`src/rtl/icache_refill_ctrl.sv`:
```
// I-cache miss/refill sequencer: one line request per miss, beat collection
// into a line buffer, then a single-cycle line write. Flush cancels or discards.
module icache_refill_ctrl #(
    parameter int ADR_WIDTH  = 32,
    parameter int LINE_BYTES = 32,
    parameter int BUS_BYTES  = 4
) (
    input  logic                    clk,
    input  logic                    rst_n,
    input  logic                    miss_valid,
    input  logic [ADR_WIDTH-1:0]    miss_adr,
    input  logic                    flush,
    output logic                    mem_req_valid,
    input  logic                    mem_req_ready,
    output logic [ADR_WIDTH-1:0]    mem_req_adr,
    input  logic                    mem_rsp_valid,
    input  logic [BUS_BYTES*8-1:0]  mem_rsp_data,
    output logic                    line_wr_en,
    output logic [ADR_WIDTH-1:0]    line_wr_adr,
    output logic [LINE_BYTES*8-1:0] line_wr_data,
    output logic                    busy,
    output logic                    refill_done
);

    localparam int BEATS = LINE_BYTES / BUS_BYTES;
    localparam int CW    = $clog2(BEATS);
    localparam int OW    = $clog2(LINE_BYTES);
    localparam int BW    = BUS_BYTES * 8;

    typedef enum logic [1:0] {IDLE, REQ, RECV, WRITE} state_e;

    state_e                  state_q;
    logic [ADR_WIDTH-1:0]    adr_q;
    logic [LINE_BYTES*8-1:0] buf_q;
    logic [CW-1:0]           cnt_q;
    logic                    discard_q;
    logic                    req_valid_q;
    logic                    wr_en_q;
    logic                    done_q;
    logic                    busy_q;

    always_ff @(posedge clk or negedge rst_n) begin
        if (!rst_n) begin
            state_q     <= IDLE;
            adr_q       <= '0;
            buf_q       <= '0;
            cnt_q       <= '0;
            discard_q   <= 1'b0;
            req_valid_q <= 1'b0;
            wr_en_q     <= 1'b0;
            done_q      <= 1'b0;
            busy_q      <= 1'b0;
        end else begin
            wr_en_q <= 1'b0;
            done_q  <= 1'b0;
            unique case (state_q)
                IDLE: begin
                    if (miss_valid && !flush) begin
                        adr_q       <= {miss_adr[ADR_WIDTH-1:OW], {OW{1'b0}}};
                        state_q     <= REQ;
                        req_valid_q <= 1'b1;
                        busy_q      <= 1'b1;
                    end
                end
                REQ: begin
                    // A handshake wins over a coincident flush: the request
                    // is already on its way, so its beats must be drained.
                    if (mem_req_ready) begin
                        state_q     <= RECV;
                        req_valid_q <= 1'b0;
                        cnt_q       <= '0;
                        discard_q   <= flush;
                    end else if (flush) begin
                        state_q     <= IDLE;
                        req_valid_q <= 1'b0;
                        busy_q      <= 1'b0;
                    end
                end
                RECV: begin
                    if (flush) begin
                        discard_q <= 1'b1;
                    end
                    if (mem_rsp_valid) begin
                        buf_q[int'(cnt_q)*BW +: BW] <= mem_rsp_data;
                        cnt_q <= cnt_q + CW'(1);
                        if (cnt_q == CW'(BEATS - 1)) begin
                            discard_q <= 1'b0;
                            if (discard_q) begin
                                state_q <= IDLE;
                                busy_q  <= 1'b0;
                            end else begin
                                state_q <= WRITE;
                                wr_en_q <= 1'b1;
                                done_q  <= 1'b1;
                            end
                        end
                    end
                end
                WRITE: begin
                    state_q <= IDLE;
                    busy_q  <= 1'b0;
                end
                default: state_q <= IDLE;
            endcase
        end
    end

    assign mem_req_valid = req_valid_q;
    assign mem_req_adr   = adr_q;
    assign line_wr_en    = wr_en_q;
    assign line_wr_adr   = adr_q;
    assign line_wr_data  = buf_q;
    assign refill_done   = done_q;
    assign busy          = busy_q;

    a_rsp_only_in_recv: assert property (
        @(posedge clk) disable iff (!rst_n)
        mem_rsp_valid |-> (state_q == RECV)
    );

endmodule

```
`config.mk`:
```
export PLATFORM = sky130hd
export DESIGN_NAME = icache_refill_ctrl
export DESIGN_NICKNAME = d
export VERILOG_FILES = /design/src/rtl/icache_refill_ctrl.sv
export SDC_FILE = /design/constraint.sdc
export NUM_CORES = 1
export LEC_CHECK = 0
export CORE_MARGIN = 5
export CORE_UTILIZATION = 45
export DETAILED_ROUTE_END_ITERATION = 16
export GPL_ROUTABILITY_DRIVEN = 0
export GPL_TIMING_DRIVEN = 0
export MAX_ROUTING_LAYER = met4
export PLACE_DENSITY = 0.76
export SYNTH_ARGS = -nofsm -noshare
export SYNTH_HDL_FRONTEND = slang
export SYNTH_SLANG_ARGS = --single-unit
export TNS_END_PERCENT = 10
```
`constraint.sdc`:
```
create_clock -name clk -period 3.2 [get_ports clk]
set_clock_uncertainty 0.1 [all_clocks]
set_input_delay 0.32 -clock clk [delete_from_list [all_inputs] [get_ports clk]]
set_output_delay 0.32 -clock clk [all_outputs]
set_load 0.05 [all_outputs]
```
**After elaboration in Yosys (flattened, before gate mapping)**

Cells that the tools add are included.
W data, S select, Z words.

- Register bits after elaboration: 292
- Word-level logic and storage cells: 65
- Bits in read-only memories: 0
- Output and inout bits: 324
- Bits in writable memories: 0
- Memories kept: 0
- Input bits: 70
- Bits in latches: 0

- Shifts and indexed selects: 2
- $add $sub $neg: 2
- Equal/unequal tests: 12
- Reductions and logical operators: 12
- Order comparisons: 0
- Divide/modulo/power cells: 0
- Multiplexer cells: 29
- Multipliers: 0
- Bitwise operators: 0

Operators by type and width:

| cell | number |
|---|---|
| $bwmux W256 | 1 |
| $shift A32 B33 Y256 const A | 1 |
| $shiftx A32 B33 Y256 | 1 |
| $neg A8 Y33 | 1 |
| $mux W1 | 15 |
| $ne A2 B2 Y1 const B | 7 |
| $mux W2 | 6 |
| $pmux W2 S4 | 1 |
| $mux W3 | 2 |
| $pmux W3 S2 | 1 |
| $reduce_and A2 Y1 | 3 |
| $reduce_and A3 Y1 | 2 |
| $reduce_and A6 Y1 | 1 |
| $eq A2 B2 Y1 const B | 2 |
| $pmux W1 S2 | 2 |
| $pmux W1 S4 | 1 |
| $reduce_and A4 Y1 | 1 |
| $reduce_bool A2 Y1 | 2 |
| $add A3 B1 Y3 const B | 1 |
| $eq A3 B3 Y1 const B | 1 |
| $ne A3 B3 Y1 const B | 1 |
| $eq A2 B1 Y1 const B | 1 |
| $logic_not A2 Y1 | 1 |
| $logic_and A1 B1 Y1 | 1 |
| $logic_not A1 Y1 | 1 |

**Depth between registers and ports, before layout**

Gate-level depths: netlist of run 1.

- Depth in word-level cells: 4
- Gate-level depth with buffers: 10
- Gate-level depth less buffers: 6

**Worst setup path before layout of run 1**

No wires, ideal clock.

- Path kind: reg-to-reg
- Start point: reg cnt_q[0]
- End point: reg buf_q[100], in the netlist line_wr_data[100]
- Data arrival time: 2349 ps
- Required time: 2975 ps
- Cell stages (with the launch flop): 10
- Period minus slack after synthesis: 2574 ps
- Setup time: 125 ps
- Slack: 626 ps
- Path buffers: 3
- Cell sequence: dfrtp_1 -> buf_2 -> inv_1 -> ha_1 -> ha_1 -> buf_2 -> o31ai_2 -> nor2_1 -> buf_2 -> mux2_2

- Longest elaborated chain between the ends: 3
- Elaborated cells on any way between the ends: 4
- Those cells by class: add/sub (1); shift (2); mux (1)

RTL lines:

| what | line | source |
|---|---|---|
| start: declaration | 35 | `logic [CW-1:0] cnt_q;` |
| start signal: assignment | 85 | `cnt_q <= cnt_q + CW'(1);` |
| $neg A8 Y33 * | 84 | `buf_q[int'(cnt_q)*BW +: BW] <= mem_rsp_data;` |
| $shiftx A32 B33 Y256 or $shift A32 B33 Y256 (tied branches) | 84 |  |
| $bwmux W256 * | 84 |  |
| end signal: indexed assignment | 84 |  |
| end: declaration | 34 | `logic [LINE_BYTES*8-1:0] buf_q;` |

Every way passes the cells marked *; elsewhere a longest branch is shown, timed or not.
A chain may end at the register's enable or synchronous reset.

**Worst setup path after layout of run 1**

- Start point: reg cnt_q[0]
- End point: reg buf_q[222], in the netlist line_wr_data[222]

Same word-level chain as after synthesis.

==> impl_metrics.json, run 1 <==
{
  "status": "completed",
  "clkTransAtPathRegs_ns": 0.06,
  "drc": 0,
  "viasPerCell": 4.86,
  "place_area_um2": 16800,
  "netlist_instances": 888,
  "routed_wl_mm": 34.4,
  "max_freq_ghz": 0.326,
  "rsz0062_at_grt": "true",
  "cts_tree": "yes",
  "cp_max_fo": 10,
  "antenna_found_initial": 0,
  "grt_max_degree": 118,
  "grt_usage": 0.225,
  "ir_drop_mv": 0.646,
  "grt_pass1_vias": 8842,
  "yosysTopAreaCell": "dfrtp_1",
  "grt_overflow": 0,
  "min_path_type": "in -> async",
  "yosys_register_bits": 292,
  "nFillCells": 2139,
  "cap_violations": 0,
  "synth_edf_count": 0,
  "antenna_left": 0,
  "cts-root-buf": "clkbuf_16",
  "crit_path_end_kind": "flip-flop",
  "power_w": 0.0174,
  "dr_wl_met2_mm": 16.3,
  "nets": 1388,
  "grt_pass1_wl_mm": 53.3,
  "drt-initial-drc-count": 343,
  "met1_length_mm": 14.3,
  "die_area_um2": 31100,
  "area_growth_pct": 43.8,
  "clk_latency_ns": 0.55,
  "synth_area_per_cell_um2": 14.0,
  "ys_seq_area_frac": 0.587,
  "clkSinkCount": 292,
  "synthesis.area_um2": 12500,
  "first_pass_iters": 4,
  "dp_hpwl_mm": 25.0,
  "min_period_ns": 3.07,
  "start_util": 0.452,
  "tightest_slew_ns": 0.674,
  "finalSetupViolCount": 0,
  "clockBufferDepth": 3,
  "synth_flop_cell": "dfrtp_1",
  "drive_gt1_frac": 0.278,
  "post-cts-setup-buffer-count": 0,
  "cp.required_ns": 3.53,
  "period_share": 0.958,
  "synthTopCellsByArea": "dfrtp_1 59%, mux2_2 21%, and2_1 4.7%",
  "numCtsBuffers": 31,
  "final-max-slew-violation-count": 0,
  "ctsHtreeMaxLevel": 1,
  "yosysWarnings": 0,
  "slew-limit-headroom": 0.551,
  "die_w_um": 176,
  "fin_area_um2": 17900,
  "post-place-ws_ns": -0.0255,
  "wl_met3_mm": 2.99,
  "cp.arrival_ns": 3.40,
  "rrSetupSlack_ns": 0.13,
  "core_um2": 27600,
  "crit_type": "reg -> reg",
  "topRoutingLayerUsed": "met4",
  "ys_async_sr_fraction": 1.00,
  "r2r_start": "cnt_q[0]$_DFFE_PN0P_",
  "rr_endpoint": "line_wr_data[222]$_DFFE_PN0P_",
  "die_height_um": 176,
  "crit_path_start": "cnt_q[0]$_DFFE_PN0P_",
  "utilization": 0.650,
  "synth_common_cells": "292 x dfrtp_1, 230 x mux2_2, 94 x and2_1, 39 x buf_4",
  "synth_most_common_cell": "dfrtp_1",
  "io-pin-count": 394,
  "io_buffers": 378,
  "rr_worst_depth": 8,
  "leakage_nw": 8.30,
  "finalHoldViolations": 0,
  "critPathLaunchType": "flip-flop",
  "synth_cell_types": 42,
  "vias": 8339,
  "core.rowCount": 61,
  "wire_per_inst_um": 20.1,
  "timing.final.ws_setup_ns": 0.134,
  "synth_top_area_share": 0.587,
  "p_per_area_nw_per_um2": 974
}
==> power breakdown <==
group,switching [W],internal [W]
Combinational,0.00555,0.00304
Sequential,0.000575,0.00458
Clock,0.00145,0.00224
==> stage by stage <==
| stage | instances | TNS, ns | hold slack (ns) |
|---|---|---|---|
| final | 1715 | 0 | 0.218 |
| after global routing | 1714 | -0.267 | 0.253 |
| after CTS | 1714 | 0 | 0.219 |
| after detailed placement | 1655 | -0.256 | 0.205 |
| after global placement | 1653 | -3237.01 | 0.368 |
| after floorplan | 897 | 0 | -0.0756 |
==> flip-flops by register name, indices dropped and copies added (netlist names) <==
signal         count
state_q            2
cnt_q              3
line_wr_adr       27
line_wr_data     256
refill_done        1
discard_q          1
busy               1
mem_req_valid      1
==> cell usage in the layout, fill, tap and decap left out, types with 21 or more instances in the layout <==
master           count
mux2_1              21
clkbuf_16           31
mux2i_1             33
inv_1               35
and2_1              94
dfrtp_1            292
buf_4               39
mux2_2             230
clkdlybuf4s50_1    377
nand2_1             35
==> cell type report <==
class	instances	area (µm²)	area share
flip-flops and latches	292	7310	0.408
multi-input cells	487	4490	0.250
repair buffers	381	3850	0.215
clock buffers	42	877	0.0489
plain buffers	83	593	0.0331
well taps	378	473	0.0264
clock inverters	16	194	0.0108
inverters	35	131	0.00733
diodes	1	2.50	0.000140
==> cells by family after synthesis <==
| family | after synthesis | share of synthesized area |
|---|---|---|
| DFF | 292 | 0.587 |
| muxes | 284 | 0.253 |
| and+or+nand+nor | 167 | 0.0844 |
| buffers and inverters | 118 | 0.0582 |
| AOI/OAI and AO/OA | 19 | 0.0102 |
| adders and majority gates | 7 | 0.00703 |
| other | 1 | 0.000301 |
==> worst max-delay path by stage <==
stage / end / slack (ns)
finish: line_wr_data[222]$_DFFE_PN0P_ / 0.13
global route: line_wr_data[235]$_DFFE_PN0P_ / -0.03
CTS: line_wr_data[6]$_DFFE_PN0P_ / 0.1
detailed placement: line_wr_data[199]$_DFFE_PN0P_ / -0.03
global placement: line_wr_data[16]$_DFFE_PN0P_ / -11.12
floorplan: line_wr_data[100]$_DFFE_PN0P_ / 0.63
==> worst max-delay path, stage by stage (launching register included) <==
cell and delay (ns):
dfrtp_1 0.52, buf_2 0.31, inv_1 0.10, ha_1 0.23, ha_1 0.27, buf_2 0.19
nor4b_4 0.63, buf_6 0.25, mux2_2 0.35
==> metal layers <==
layer  global-route usage  vias to the layer above
li1                     -                     3834
met1                0.285                     4172
met2                0.357                      282
met3               0.0702                       51
met4               0.0525                        0
met5                    -                        -
==> repair_timing <==
item                                    4_1_cts  5_1_grt
hold endpoints to repair                     63        0
endpoints found under the setup margin       31       52
hold buffers                                  1        0
pin swaps                                     0        1
resized for setup                             2        3
(Power assumes the default switching activity.)
==> inputs of run 2 (changes only) <==
==> constraint.sdc (replaced) <==
create_clock -name clk -period 3.65 [get_ports clk]
set_clock_uncertainty 0.1 [all_clocks]
set_input_delay 0.365 -clock clk [delete_from_list [all_inputs] [get_ports clk]]
set_output_delay 0.365 -clock clk [all_outputs]
set_load 0.05 [all_outputs]
==> run 2 against run 1 <==
Compared with the run above: combinational power shrank 13%; worst setup slack gained 0.28 ns; global-route usage is essentially flat; final cell count is the same; power shrank 13%; register-to-register slack gained 0.28 ns; critical endpoint is now line_wr_data[70]$_DFFE_PN0P_; largest power group unchanged.
==> impl_metrics.json, run 2 (synthesis results as in run 1) <==
{
  "grt_use_met2": 0.357,
  "die_w_um": 176,
  "crit_type": "reg -> reg",
  "ctsHtreeMaxLevel": 1,
  "cp_cell_sequence": "buf_2 > inv_1 > ha_1 > nor3b_1 > clkbuf_1 > and2_1 > mux2_2",
  "cts-root-buf": "clkbuf_16",
  "io-pin-count": 394,
  "routed_wl_mm": 34.4,
  "vias": 8338,
  "core_um2": 27600,
  "clkSinkCount": 292,
  "min_path_type": "in -> async",
  "ir_drop_mv": 0.567,
  "grt_pass1_vias": 8843,
  "drc": 0,
  "slew-limit-headroom": 0.278,
  "grt_overflow": 0,
  "viasPerCell": 4.86,
  "critPathLaunchType": "flip-flop",
  "cts_resized": 0,
  "finalHoldViolations": 0,
  "nets": 1388,
  "wire_per_inst_um": 20.1,
  "die_height_um": 176,
  "drive_gt1_frac": 0.275,
  "rrSetupSlack_ns": 0.41,
  "drt-initial-drc-count": 347,
  "cp_num_buf_inv": 3,
  "final_cell_mix": "377 x clkdlybuf4s50_1, 292 x dfrtp_1, 230 x mux2_2, 94 x and2_1, 39 x buf_4",
  "utilization": 0.649,
  "min_period_ns": 3.24,
  "use_met3": 0.0702,
  "final-max-slew-violation-count": 0,
  "period_share": 0.886,
  "cp.arrival_ns": 3.62,
  "dp_hpwl_mm": 25.0,
  "leakage_nw": 8.29,
  "crit_path_end_kind": "flip-flop",
  "status": "completed",
  "grt_max_degree": 118,
  "cap_violations": 0,
  "cp.required_ns": 4.03,
  "rsz0062_at_grt": "false",
  "start_util": 0.452,
  "worst_path_max_delay_cell": "nor3b_1",
  "cp_max_fo": 10,
  "die_area_um2": 31100,
  "critPathTopFamily": "simple AND/OR/NAND/NOR gates",
  "max_freq_ghz": 0.309,
  "final_common_cell": "clkdlybuf4s50_1",
  "slowest_delay_ns": 0.91,
  "r2r_start": "cnt_q[0]$_DFFE_PN0P_",
  "clkTransAtPathRegs_ns": 0.06,
  "tightest_slew_ns": 1.08,
  "rr_worst_depth": 7,
  "finalSetupViolCount": 0,
  "area_growth_pct": 43.6,
  "antenna_left": 0,
  "grt_use_met1": 0.285,
  "rr_endpoint": "line_wr_data[70]$_DFFE_PN0P_",
  "clk_latency_ns": 0.55,
  "first_pass_iters": 4,
  "largest_reg_flops": 256,
  "numCtsBuffers": 31,
  "top_usage_layer": "met2",
  "core.rowCount": 61,
  "grt_usage": 0.225,
  "cts_tree": "yes",
  "nFillCells": 2138,
  "grt_pass1_wl_mm": 53.3,
  "p_per_area_nw_per_um2": 853,
  "clockBufferDepth": 3,
  "io_buffers": 378,
  "antenna_found_initial": 0,
  "tns_ns": 0,
  "power_w": 0.0153
}
==> run 2: final cells by class <==
| type | instances | area (µm²) | share of cell area |
|---|---|---|---|
| Clock inverter | 16 | 194 | 0.0108 |
| Tap cell | 378 | 473 | 0.0264 |
| Multi-Input combinational cell | 487 | 4460 | 0.249 |
| Sequential cell | 292 | 7310 | 0.408 |
| Antenna cell | 1 | 2.50 | 0.000140 |
| Buffer | 83 | 593 | 0.0331 |
| Timing Repair Buffer | 381 | 3850 | 0.215 |
| Inverter | 35 | 131 | 0.00734 |
| Clock buffer | 42 | 877 | 0.0490 |
==> run 2: where the power goes <==
| part | switching, W | internal [W] |
|---|---|---|
| combinational | 0.00485 | 0.00265 |
| clock | 0.00127 | 0.00196 |
| sequential | 0.000503 | 0.00402 |
==> run 2: metrics by stage <==
stage | cell area [µm²] | setup slack [ns] | hold WS (ns) | std cells
global placement | 16700 | -10.71 | 0.368 | 1653
finish | 17900 | 0.414 | 0.255 | 1715
CTS | 17900 | 0.413 | 0.264 | 1714
global route | 17900 | 0.249 | 0.298 | 1714
floorplan | 12500 | 1.08 | -0.0306 | 897
detailed placement | 16800 | 0.424 | 0.250 | 1655
==> run 2: how the worst max path moves through the flow <==
stage                                     from                       endpoint  cells after the start
final                     cnt_q[0]$_DFFE_PN0P_   line_wr_data[70]$_DFFE_PN0P_                      7
after global routing      cnt_q[0]$_DFFE_PN0P_   line_wr_data[81]$_DFFE_PN0P_                      7
after CTS                 cnt_q[0]$_DFFE_PN0P_  line_wr_data[199]$_DFFE_PN0P_                      7
after detailed placement  cnt_q[0]$_DFFE_PN0P_  line_wr_data[199]$_DFFE_PN0P_                      7
after global placement                   rst_n   line_wr_data[16]$_DFFE_PN0P_                      1
after floorplan           cnt_q[0]$_DFFE_PN0P_  line_wr_data[100]$_DFFE_PN0P_                      9
==> run 2: worst reg2reg max path: cells and delay by family (launching register included) <==
family	cells	cell delay [ns]
fa+ha+maj	1	0.47
buf+inv	3	0.81
flops	1	0.51
mux	1	0.15
simple gates	2	1.13
==> run 2: per-layer routing <==
| metal | vias up | routed length (µm) |
|---|---|---|
| met5 | - | 0 |
| met4 | 0 | 841 |
| met3 | 52 | 3050 |
| met2 | 278 | 16400 |
| met1 | 4171 | 14200 |
| li1 | 3837 | - |
==> run 2: repair_timing <==
action | in CTS | in global routing
endpoints found under the setup margin | 0 | 0
setup buffers | 0 | 0
endpoints found under the hold margin | 63 | 0
hold buffers | 1 | 0
==> inputs of run 3 (changes only) <==
--- a/config.mk
+++ b/config.mk
@@ -12,6 +12,7 @@
 export GPL_TIMING_DRIVEN = 0
 export MAX_ROUTING_LAYER = met4
 export PLACE_DENSITY = 0.76
+export SKIP_CTS_REPAIR_TIMING = 1
 export SYNTH_ARGS = -nofsm -noshare
 export SYNTH_HDL_FRONTEND = slang
 export SYNTH_SLANG_ARGS = --single-unit
==> results of run 3 <==
No change in the layout: final DEF, timing and power equal those of run 2.
Among the figures that moved: via count of the first global-routing pass 8843 -> 8837
